===== config.mk =====
export PLATFORM = sky130hd
export DESIGN_NAME = fetch_controller
export DESIGN_NICKNAME = d
export VERILOG_FILES = /design/src/rtl/fetch_controller.sv
export SDC_FILE = /design/constraint.sdc
export NUM_CORES = 1
export LEC_CHECK = 0
export ABC_CLOCK_PERIOD_IN_PS = 2400
export CAP_MARGIN = 15
export CORE_MARGIN = 5
export CORE_UTILIZATION = 46
export DETAILED_ROUTE_END_ITERATION = 8
export GPL_TIMING_DRIVEN = 0
export PLACE_DENSITY = 0.86
export SYNTH_ARGS = -nofsm -noshare
export SYNTH_HDL_FRONTEND = slang
export SYNTH_SLANG_ARGS = --single-unit

===== constraint.sdc =====
create_clock -name Clk -period 2.4 [get_ports Clk]
set_input_delay 0.48 -clock Clk [delete_from_list [all_inputs] [get_ports Clk]]
set_output_delay 0.48 -clock Clk [all_outputs]
set_load 0.03 [all_outputs]

===== src/rtl/fetch_controller.sv =====
// Instruction-fetch sequencer: owns the PC, drives the instruction memory
// address, fills the IF/ID register and handles stall, redirect, halt and
// out-of-range fetch faults.
module fetch_controller #(
  parameter logic [31:0] RESET_PC       = 32'h0000_0000,
  parameter logic [31:0] HALT_WORD      = 32'h0000_000C,
  parameter int unsigned IMEM_BYTE_BITS = 11
) (
  input  logic        Clk,
  input  logic        Reset,
  input  logic        Stall,
  input  logic        Redirect,
  input  logic [31:0] RedirectTarget,
  output logic [31:0] InstrAddress,
  input  logic [31:0] InstrData,
  output logic [31:0] ID_Instruction,
  output logic [31:0] ID_PCPlus4,
  output logic        ID_Valid,
  output logic        Halted,
  output logic        Fault,
  output logic [31:0] FetchCount
);

  typedef enum logic [1:0] {
    BOOT,
    RUN,
    HALTED
  } state_t;

  state_t      state, state_n;
  logic [31:0] pc, pc_n;
  logic [31:0] id_instruction, id_instruction_n;
  logic [31:0] id_pcplus4, id_pcplus4_n;
  logic        id_valid, id_valid_n;
  logic        fault, fault_n;
  logic [31:0] fetch_count, fetch_count_n;

  logic [31:0] redirect_pc;
  logic [31:0] pc_plus4;
  logic        in_range;

  // Target is word-aligned by masking the low two bits.
  assign redirect_pc = RedirectTarget & ~32'h0000_0003;
  assign pc_plus4    = pc + 32'd4;
  assign in_range    = (pc >> IMEM_BYTE_BITS) == '0;

  // State and pipeline registers; reset overrides every other input.
  always_ff @(posedge Clk) begin
    if (Reset) begin
      state          <= BOOT;
      pc             <= RESET_PC;
      id_instruction <= '0;
      id_pcplus4     <= '0;
      id_valid       <= 1'b0;
      fault          <= 1'b0;
      fetch_count    <= '0;
    end else begin
      state          <= state_n;
      pc             <= pc_n;
      id_instruction <= id_instruction_n;
      id_pcplus4     <= id_pcplus4_n;
      id_valid       <= id_valid_n;
      fault          <= fault_n;
      fetch_count    <= fetch_count_n;
    end
  end

  // Next-state and next-register logic: redirect > stall > range fault > fetch.
  always_comb begin
    state_n          = state;
    pc_n             = pc;
    id_instruction_n = id_instruction;
    id_pcplus4_n     = id_pcplus4;
    id_valid_n       = id_valid;
    fault_n          = fault;
    fetch_count_n    = fetch_count;
    unique case (state)
      BOOT: begin
        id_valid_n = 1'b0;
        state_n    = RUN;
      end
      RUN: begin
        if (Redirect) begin
          pc_n       = redirect_pc;
          id_valid_n = 1'b0;
        end else if (Stall) begin
          // hold everything
        end else if (!in_range) begin
          id_valid_n = 1'b0;
          fault_n    = 1'b1;
          state_n    = HALTED;
        end else begin
          id_instruction_n = InstrData;
          id_pcplus4_n     = pc_plus4;
          id_valid_n       = 1'b1;
          fetch_count_n    = fetch_count + 32'd1;
          if (InstrData == HALT_WORD) begin
            state_n = HALTED;
          end else begin
            pc_n = pc_plus4;
          end
        end
      end
      HALTED: begin
        id_valid_n = 1'b0;
        // A fault is sticky: only reset leaves HALTED once it is set.
        if (Redirect && !fault) begin
          pc_n    = redirect_pc;
          state_n = RUN;
        end
      end
      default: begin
        state_n = BOOT;
      end
    endcase
  end

  assign InstrAddress   = pc;
  assign ID_Instruction = id_instruction;
  assign ID_PCPlus4     = id_pcplus4;
  assign ID_Valid       = id_valid;
  assign Halted         = (state == HALTED);
  assign Fault          = fault;
  assign FetchCount     = fetch_count;

endmodule


==> results.cfg, run 1 <==
[critical_path]
cp-end-kind = flip-flop
cp.arrival_ns = 2.67
cp_num_buf_inv = 3
critPathMaxFanout = 10
crit_required_ns = 2.68
cpPeakStageDelay_ns = 0.34
slowest_stage = or2_1
critical_path_class = flip-flop to flip-flop
crit_path_start_kind = flip-flop
cp_top_family = simple AND/OR/NAND/NOR gates
worstPathCellList = inv_1, ha_2, nor3b_4, nand3_2, or2_1, buf_2, clkbuf_2, a21oi_1, nor2_1

[clock_tree]
htree_levels = 4
cts_buffers = 17
cts_hold_buf = 0
cts-root-buf = clkbuf_16
path_clk_slew_ns = 0.05
cts_tree = done
clkLatencyLatePin_ns = 0.42
clkSinkCount = 128
clockBufferDepth = 2

[route]
wl_mm = 20.5
vias_per_cell = 5.74
wl_per_cell_um = 18.4
drcViolationCount = 0
dr.pass1.iters = 6
vias = 6382
drt_iter0_drc = 738
drtAntennaViolNets = 0

[die]
fp.dieH_um = 124
ios = 199
row_count = 41
die_x_um = 124
die-area_um2 = 15400
core_um2 = 12700
start_util = 0.472

[yosys]
syn_area_per_cell_um2 = 8.33
syn_inst = 718
async_flop_share = 0
synthesis.area_um2 = 5980
yosysUniqueCellTypes = 70
synth-seq-area-share = 0.428
yosysWarnings = 0
synth_ff_type = dfxtp_1
synthTopCellsByArea = dfxtp_1, nand2_1, a21oi_1
synth_edf_count = 0
ys_seq_elements = 128
synth_top_area_frac = 0.428
synth_largest_area_cell = dfxtp_1

[timing]
relSlewSlack = 0.502
finClkSkew_ns = 0.0121
setup_viol = 0
hold_slack_ns = 0.451
rsz0062_at_grt = yes
drv_slew = 0
worstMarginPinSlew_ns = 0.747
fin_crit_ns = 2.39
setup_ws_ns = 0.0150
setup_tns_ns = 0
fmax_mhz = 419
finalCritPeriodShare = 0.994
hold_violations = 0

[finish]
design_area_um2 = 8800
nNetsFinal = 1005
layout_common_cells = clkdlybuf4s50_1, dfxtp_1, nand2_1, a21oi_1, nor2_1
multiInputGateArea_um2 = 3280
ff_latch_area_um2 = 2570
diodes = 0
drive_gt1_frac = 0.101
syn2layout_area_growth_pct = 47.1
mostFrequentLayoutCell = clkdlybuf4s50_1
n_fill_cell = 1043
post-route-util = 0.694

[min_path]
min_path_type = flip-flop to flip-flop

[run]
maxCapViolCount = 0

[global_route]
grt_usage = 0.260
antenna_found_initial = 1
overflow = 0
grt_first_pass_wirelength_mm = 30.8
grt_pass1_vias = 6052
grt_start_max_net_pins = 17

[place]
placed_area_um2 = 8120
pre_cts_ws_ns = -0.737
place_hpwl_mm = 15.0
gp_congestion = 0.933
port_buffers = 191

[power]
ir_worst_vdd_mv = 0.555
leakagePower_uw = 0.00312
p_per_area_nw_per_um2 = 775

[run_status]
status = complete, no violations
synthesized netlist by cell type (all sizes together), types with 3 or more instances:
master,n
dfxtp,128
nand2,121
a21oi,66
nor2,62
clkbuf,35
nand3,27
and3,25
xor2,24
nor4,23
nand4,21
buf,19
a211oi,15
nor3,15
o21ai,15
xnor2,13
o31ai,11
and4,9
inv,8
and2,7
ha,6
o32ai,6
or3,6
a32o,4
or2,4
nor4b,3
o211ai,3
o22ai,3
or4,3
flip-flops by register name, indices dropped and copies added, names as in the netlist:
name / count
state: 2
Fault: 1
FetchCount: 32
InstrAddress: 30
ID_Valid: 1
ID_PCPlus4: 30
ID_Instruction: 32
worst paths after layout:
check / to / depth (start not counted) / slack, ns / startpoint
worst max-delay path: ID_PCPlus4[2]$_SDFFE_PP0P_ / 9 / 0.01 / state[1]$_SDFFE_PP0P_
worst min-delay path: ID_Instruction[5]$_SDFFE_PP0P_ / 2 / 0.45 / ID_Instruction[5]$_SDFFE_PP0P_
worst max register to register: ID_PCPlus4[2]$_SDFFE_PP0P_ / 9 / 0.01 / state[1]$_SDFFE_PP0P_
worst min register to register: ID_Instruction[5]$_SDFFE_PP0P_ / 2 / 0.45 / ID_Instruction[5]$_SDFFE_PP0P_
worst register-to-register path: stages (launching register included):
cell	delay, ns
dfxtp_1	0.32
inv_1	0.12
ha_2	0.24
nor3b_4	0.28
nand3_2	0.24
or2_1	0.34
buf_2	0.22
clkbuf_2	0.22
a21oi_1	0.22
nor2_1	0.06
where the power goes:
group / switching [uW] / total [uW] / internal, uW
registers: 185 / 2470 / 2290
logic: 1270 / 2100 / 823
clock network: 852 / 2250 / 1400
repair_timing:
action | CTS | global route
setup buffers | 0 | 1
pin swaps | 0 | 4
endpoints found under the setup margin | 98 | 71
resized for setup | 14 | 43
logic make-up after synthesis:
| group | share of synthesized area |
|---|---|
| AO/OA/AOI/OAI | 0.154 |
| XOR/XNOR | 0.0542 |
| adder cells (fa/ha/maj) | 0.0126 |
| buffers and inverters | 0.0473 |
| flip-flops | 0.428 |
| multiplexers | 0.00356 |
| other | 0.000627 |
| AND/OR/NAND/NOR | 0.299 |
cell type report:
| cell class | count | share of cell area |
|---|---|---|
| well taps | 172 | 0.0245 |
| clock inverters | 1 | 0.000569 |
| plain buffers | 53 | 0.0314 |
| repair buffers | 192 | 0.219 |
| flip-flops and latches | 128 | 0.292 |
| inverters | 8 | 0.00341 |
| multi-input cells | 531 | 0.373 |
| clock buffers | 26 | 0.0567 |
layer usage:
layer  GRT usage  share of wire  vias to the layer above
met5           0        0.00063                        -
met1       0.311           0.38                     2938
li1            -              -                     2988
met4       0.141          0.047                        2
met3      0.0704          0.096                       83
met2       0.423           0.48                      371
per-stage QoR:
step | power, uW | instances
after floorplan | 3660 | 721
after global placement | 4370 | 1084
after detailed placement | 4390 | 1084
after CTS | 6680 | 1111
after global routing | 7070 | 1111
final | 6820 | 1111
No activity file was read; power rests on OpenSTA's default activity.
==> run 2: changes to the inputs <==
- CORE_MARGIN: 5 -> unset
- TNS_END_PERCENT: unset -> 20
==> run 2 against run 1 <==
Against the previous run: register-to-register slack hardly changed; global-route usage is 3.2 points higher; core utilization is 0.59 points higher; clock-buffer cell count is 7 lower; sequential power hardly changed; hold slack better by 0.0023 ns; sequential cell count stayed put; final cell count is 0.45% higher; critical path depth is 2 lower; first-iteration DRC count is 1.6% lower; maximum frequency is 0.48% higher; setup slack better by 0.011 ns; largest cell class unchanged.
==> results.cfg, run 2 (synthesis results as in run 1) <==
[run_status]
status = complete, no violations

[global_route]
grt_usage = 0.292
grt_pass1_vias = 5907
grt_first_pass_wirelength_mm = 30.2
antenna_found_initial = 1
grt_start_max_net_pins = 17
overflow = 0

[route]
drtAntennaViolNets = 0
drt_iter0_drc = 726
vias = 6309
wl_mm = 19.6
vias_per_cell = 5.65
drcViolationCount = 0
wl_per_cell_um = 17.6
dr.pass1.iters = 5

[timing]
fmax_mhz = 421
worstMarginPinSlew_ns = 0.684
finalCritPeriodShare = 0.989
setup_viol = 0
finClkSkew_ns = 0.00902
fin_crit_ns = 2.37
setup_ws_ns = 0.0264
hold_violations = 0
rsz0062_at_grt = yes
drv_slew = 0
relSlewSlack = 0.544

[die]
die-area_um2 = 13500
start_util = 0.472
core_um2 = 12700
ios = 199
row_count = 41
fp.dieH_um = 116
die_x_um = 116

[finish]
n_fill_cell = 1001
ff_latch_area_um2 = 2560
nNetsFinal = 1004
syn2layout_area_growth_pct = 48.3
layout_common_cells = clkdlybuf4s50_1, dfxtp_1, nand2_1, a21oi_1, nor2_1
mostFrequentLayoutCell = clkdlybuf4s50_1
multiInputGateArea_um2 = 3220
drive_gt1_frac = 0.107
design_area_um2 = 8870

[critical_path]
cp_top_family = compound AO/OA/AOI/OAI gates
cpPeakStageDelay_ns = 0.39
crit_required_ns = 2.72
cp.arrival_ns = 2.69
critical_path_class = flip-flop to flip-flop
cp-end-kind = flip-flop
worstPathCellList = nor4_2, nand4_2, a211oi_2, o21ai_1, clkbuf_4, clkbuf_4, o32ai_1
crit_path_start_kind = flip-flop
slowest_stage = dfxtp_1
cp_num_buf_inv = 2
critPathMaxFanout = 10
cpMostUsedCell = clkbuf_4
rrSetupSlack_ns = 0.03

[clock_tree]
cts_hold_buf = 0
clkSinkCount = 128
cts_buffers = 17
clkLatencyLatePin_ns = 0.41
cts-root-buf = clkbuf_16
path_clk_slew_ns = 0.06
htree_levels = 4
clockBufferDepth = 2
cts_tree = done

[run]
maxCapViolCount = 0

[power]
ir_worst_vdd_mv = 0.495
p_per_area_nw_per_um2 = 829
leakagePower_uw = 0.00315
finalPower_uw = 7360

[min_path]
min_path_type = flip-flop to flip-flop

[place]
gp_congestion = 0.971
place_hpwl_mm = 14.2
pre_cts_ws_ns = -0.811
port_buffers = 191
placed_area_um2 = 8120
## run 2: cell count changes in the layout (fill, tap and decap cells not counted), moves of 2 or more
cell and delta:
buf_2 +5, clkbuf_8 -3, buf_4 -2, bufinv_16 +5, clkinvlp_4 +2, clkbuf_1 -6, dfxtp_1 +2, nor4_4 -2
clkinv_4 +3
## run 2: metal layers
layer  share of wire  vias up  GRT usage
met5               0        -          0
met4           0.033        0      0.126
met3           0.083       60     0.0722
met2            0.48      334      0.484
met1            0.40     2925      0.360
li1                -     2990          -
## run 2: repair_timing
action / 4_1_cts / 5_1_grt
endpoints found under the setup margin: 106 / 81
gates resized for setup: 14 / 32
buffers inserted: 0 / 0
## run 2: worst min-delay path, delay by kind of cell (launching register included)
family / cells / cell delay, ns
compound gates: 1 / 0.05
simple gates: 1 / 0.05
flops: 1 / 0.30
## run 2: area by class of cell
class | count | share of cell area
Sequential cell | 128 | 0.289
Clock buffer | 19 | 0.0499
Clock inverter | 13 | 0.0237
Timing Repair Buffer | 191 | 0.216
Multi-Input combinational cell | 531 | 0.363
Tap cell | 172 | 0.0243
Buffer | 53 | 0.0309
Antenna cell | 1 | 0.000282
Inverter | 8 | 0.00338
## run 2: report_power, final
part	total [uW]	leakage (uW)	switching, uW	internal, uW
Combinational	2030	0.00180	1240	787
Sequential	2460	0.00104	185	2280
Clock	2860	0.000314	988	1880
## run 2: worst paths after layout
kind	depth (start not counted)	endpoint	from
worst max-delay path	7	InstrAddress[30]$_SDFFE_PP0P_	InstrAddress[18]$_SDFFE_PP0P_
worst min-delay path	2	ID_Instruction[14]$_SDFFE_PP0P_	ID_Instruction[14]$_SDFFE_PP0P_
worst max register to register	7	InstrAddress[30]$_SDFFE_PP0P_	InstrAddress[18]$_SDFFE_PP0P_
worst min register to register	2	ID_Instruction[14]$_SDFFE_PP0P_	ID_Instruction[14]$_SDFFE_PP0P_
## run 2: per-stage QoR
stage | hold WS [ns] | instances | utilization | TNS (ns)
2_1_floorplan | 0.502 | 721 | - | 0
3_3_place_gp | 0.441 | 1084 | 0.641 | -55.61
3_5_place_dp | 0.446 | 1084 | 0.641 | -67.10
4_1_cts | 0.453 | 1116 | 0.695 | -0.00486
5_1_grt | 0.474 | 1116 | 0.700 | -0.993
6_report | 0.453 | 1116 | 0.700 | 0
==> run 3: changes to the inputs <==
- MAX_ROUTING_LAYER: unset -> met4
- SLEW_MARGIN: unset -> 0
==> run 3 against run 2 <==
Against the previous run: the flow now finishes with violations (setup timing); first-iteration DRC count fell by 5.2%; maximum frequency fell by 2.0%; hold slack got worse by 0.0020 ns; global-route usage rose by 0.52 points; critical path type unchanged.
==> results.cfg, run 3 (synthesis results as in run 1) <==
[run_status]
status = complete, but fails checks
violations = setup timing

[timing]
setup_ws_ns = -0.0226
setup_tns_ns = -0.0226
rsz0062_at_grt = yes
drv_slew = 0
finClkSkew_ns = 0.00938
worstMarginPinSlew_ns = 0.703
setup_viol = 1
finalCritPeriodShare = 1.01
hold_violations = 0
fmax_mhz = 413
fin_crit_ns = 2.42
relSlewSlack = 0.527

[place]
place_hpwl_mm = 14.0
pre_cts_ws_ns = -0.704
port_buffers = 191
gp_congestion = 0.989
placed_area_um2 = 8120

[critical_path]
slowest_stage = or4_1
critical_path_class = flip-flop to flip-flop
cpPeakStageDelay_ns = 0.51
worstPathCellList = ha_4, nand4_1, or4_1, clkbuf_1, or4_1, a21oi_1, a32o_1
crit_path_start_kind = flip-flop
critPathMaxFanout = 8
cp_top_family = simple AND/OR/NAND/NOR gates
cp-end-kind = flip-flop
cp.arrival_ns = 2.79
cp_num_buf_inv = 1
crit_required_ns = 2.77
cpMostUsedCell = or4_1

[route]
drcViolationCount = 0
drt_iter0_drc = 688
drtAntennaViolNets = 0
wl_per_cell_um = 17.3
vias_per_cell = 5.71
dr.pass1.iters = 5
topRoutingLayerUsed = met4
wl_met1_mm = 7.74
dr_wl_met3_mm = 1.69
met2_length_mm = 9.21
vias = 6368
wl_mm = 19.3

[global_route]
grt_pass1_vias = 5738
grt_usage = 0.297
overflow = 0
grt_start_max_net_pins = 17
antenna_found_initial = 0
grt_first_pass_wirelength_mm = 29.4

[die]
core_um2 = 12700
fp.dieH_um = 116
die-area_um2 = 13500
row_count = 41
ios = 199
start_util = 0.472
die_x_um = 116

[clock_tree]
post-cts-setup-buffers = 0
cts_hold_buf = 0
clkLatencyLatePin_ns = 0.42
clockBufferDepth = 2
path_clk_slew_ns = 0.06
htree_levels = 4
cts_buffers = 17
clkSinkCount = 128
cts_tree = done
cts-root-buf = clkbuf_16

[finish]
post-route-util = 0.693
design_area_um2 = 8780
nNetsFinal = 1004
layout_common_cells = clkdlybuf4s50_1, dfxtp_1, nand2_1, a21oi_1, nor2_1
mostFrequentLayoutCell = clkdlybuf4s50_1
drive_gt1_frac = 0.104
syn2layout_area_growth_pct = 46.8
diodes = 0

[power]
p_per_area_nw_per_um2 = 787
ir_worst_vdd_mv = 0.603
leakagePower_uw = 0.00311

[min_path]
min_path_type = flip-flop to flip-flop

[run]
maxCapViolCount = 0
==> run 3: changes by cell type in the layout (fill, tap and decap cells not counted), sizes merged <==
cell,change
dlymetal6s2s,-1
bufinv,-4
inv,-1
buf,-1
diode,-1
clkbuf,+8
clkdlybuf4s50,+1
clkinvlp,-2
==> run 3: power breakdown <==
| group | leakage (uW) | switching, uW | internal [uW] |
|---|---|---|---|
| sequential | 0.00104 | 185 | 2280 |
| combinational | 0.00180 | 1230 | 796 |
| clock | 0.000278 | 893 | 1520 |
==> run 3: cell type report <==
type	count	area, um2
clock inverters	6	55.1
clock buffers	26	499
flip-flops and latches	128	2560
repair buffers	191	1910
inverters	8	30.0
well taps	172	215
plain buffers	53	277
multi-input cells	531	3220
fillers	1010	3890
==> run 3: repair_timing <==
| item | CTS | global route |
|---|---|---|
| pin swaps | 0 | 0 |
| endpoints found under the hold margin | 0 | 0 |
| resized for setup | 11 | 39 |
| endpoints found under the setup margin | 92 | 96 |
==> run 3: path summary, 6_finish.rpt <==
path	endpoint	slack, ns	start	cells past startpoint
worst max-delay path	InstrAddress[18]$_SDFFE_PP0P_	-0.02	InstrAddress[2]$_SDFFE_PP0P_	7
worst min-delay path	ID_Instruction[25]$_SDFFE_PP0P_	0.45	ID_Instruction[25]$_SDFFE_PP0P_	2
worst max register to register	InstrAddress[18]$_SDFFE_PP0P_	-0.02	InstrAddress[2]$_SDFFE_PP0P_	7
worst min register to register	ID_Instruction[25]$_SDFFE_PP0P_	0.45	ID_Instruction[25]$_SDFFE_PP0P_	2
==> run 3: per-stage QoR <==
stage / hold slack, ns / power [uW] / cells
6_report: 0.451 / 6910 / 1115
5_1_grt: 0.467 / 7150 / 1115
4_1_cts: 0.453 / 6820 / 1116
3_5_place_dp: 0.446 / 4380 / 1084
3_3_place_gp: 0.441 / 4360 / 1084
2_1_floorplan: 0.502 / 3660 / 721
==> run 3: metal layers <==
metal | up-vias | GRT usage
met2 | 350 | 0.467
met4 | 0 | 0.144
li1 | 2989 | -
met3 | 73 | 0.0711
met1 | 2956 | 0.357
met5 | - | -
==> run 3: worst reg2reg max path, stage by stage (launching register included) <==
cell and delay [ns]:
dfxtp_2 0.43, ha_4 0.20, nand4_1 0.16, or4_1 0.51
clkbuf_1 0.21, or4_1 0.50, a21oi_1 0.19, a32o_1 0.15
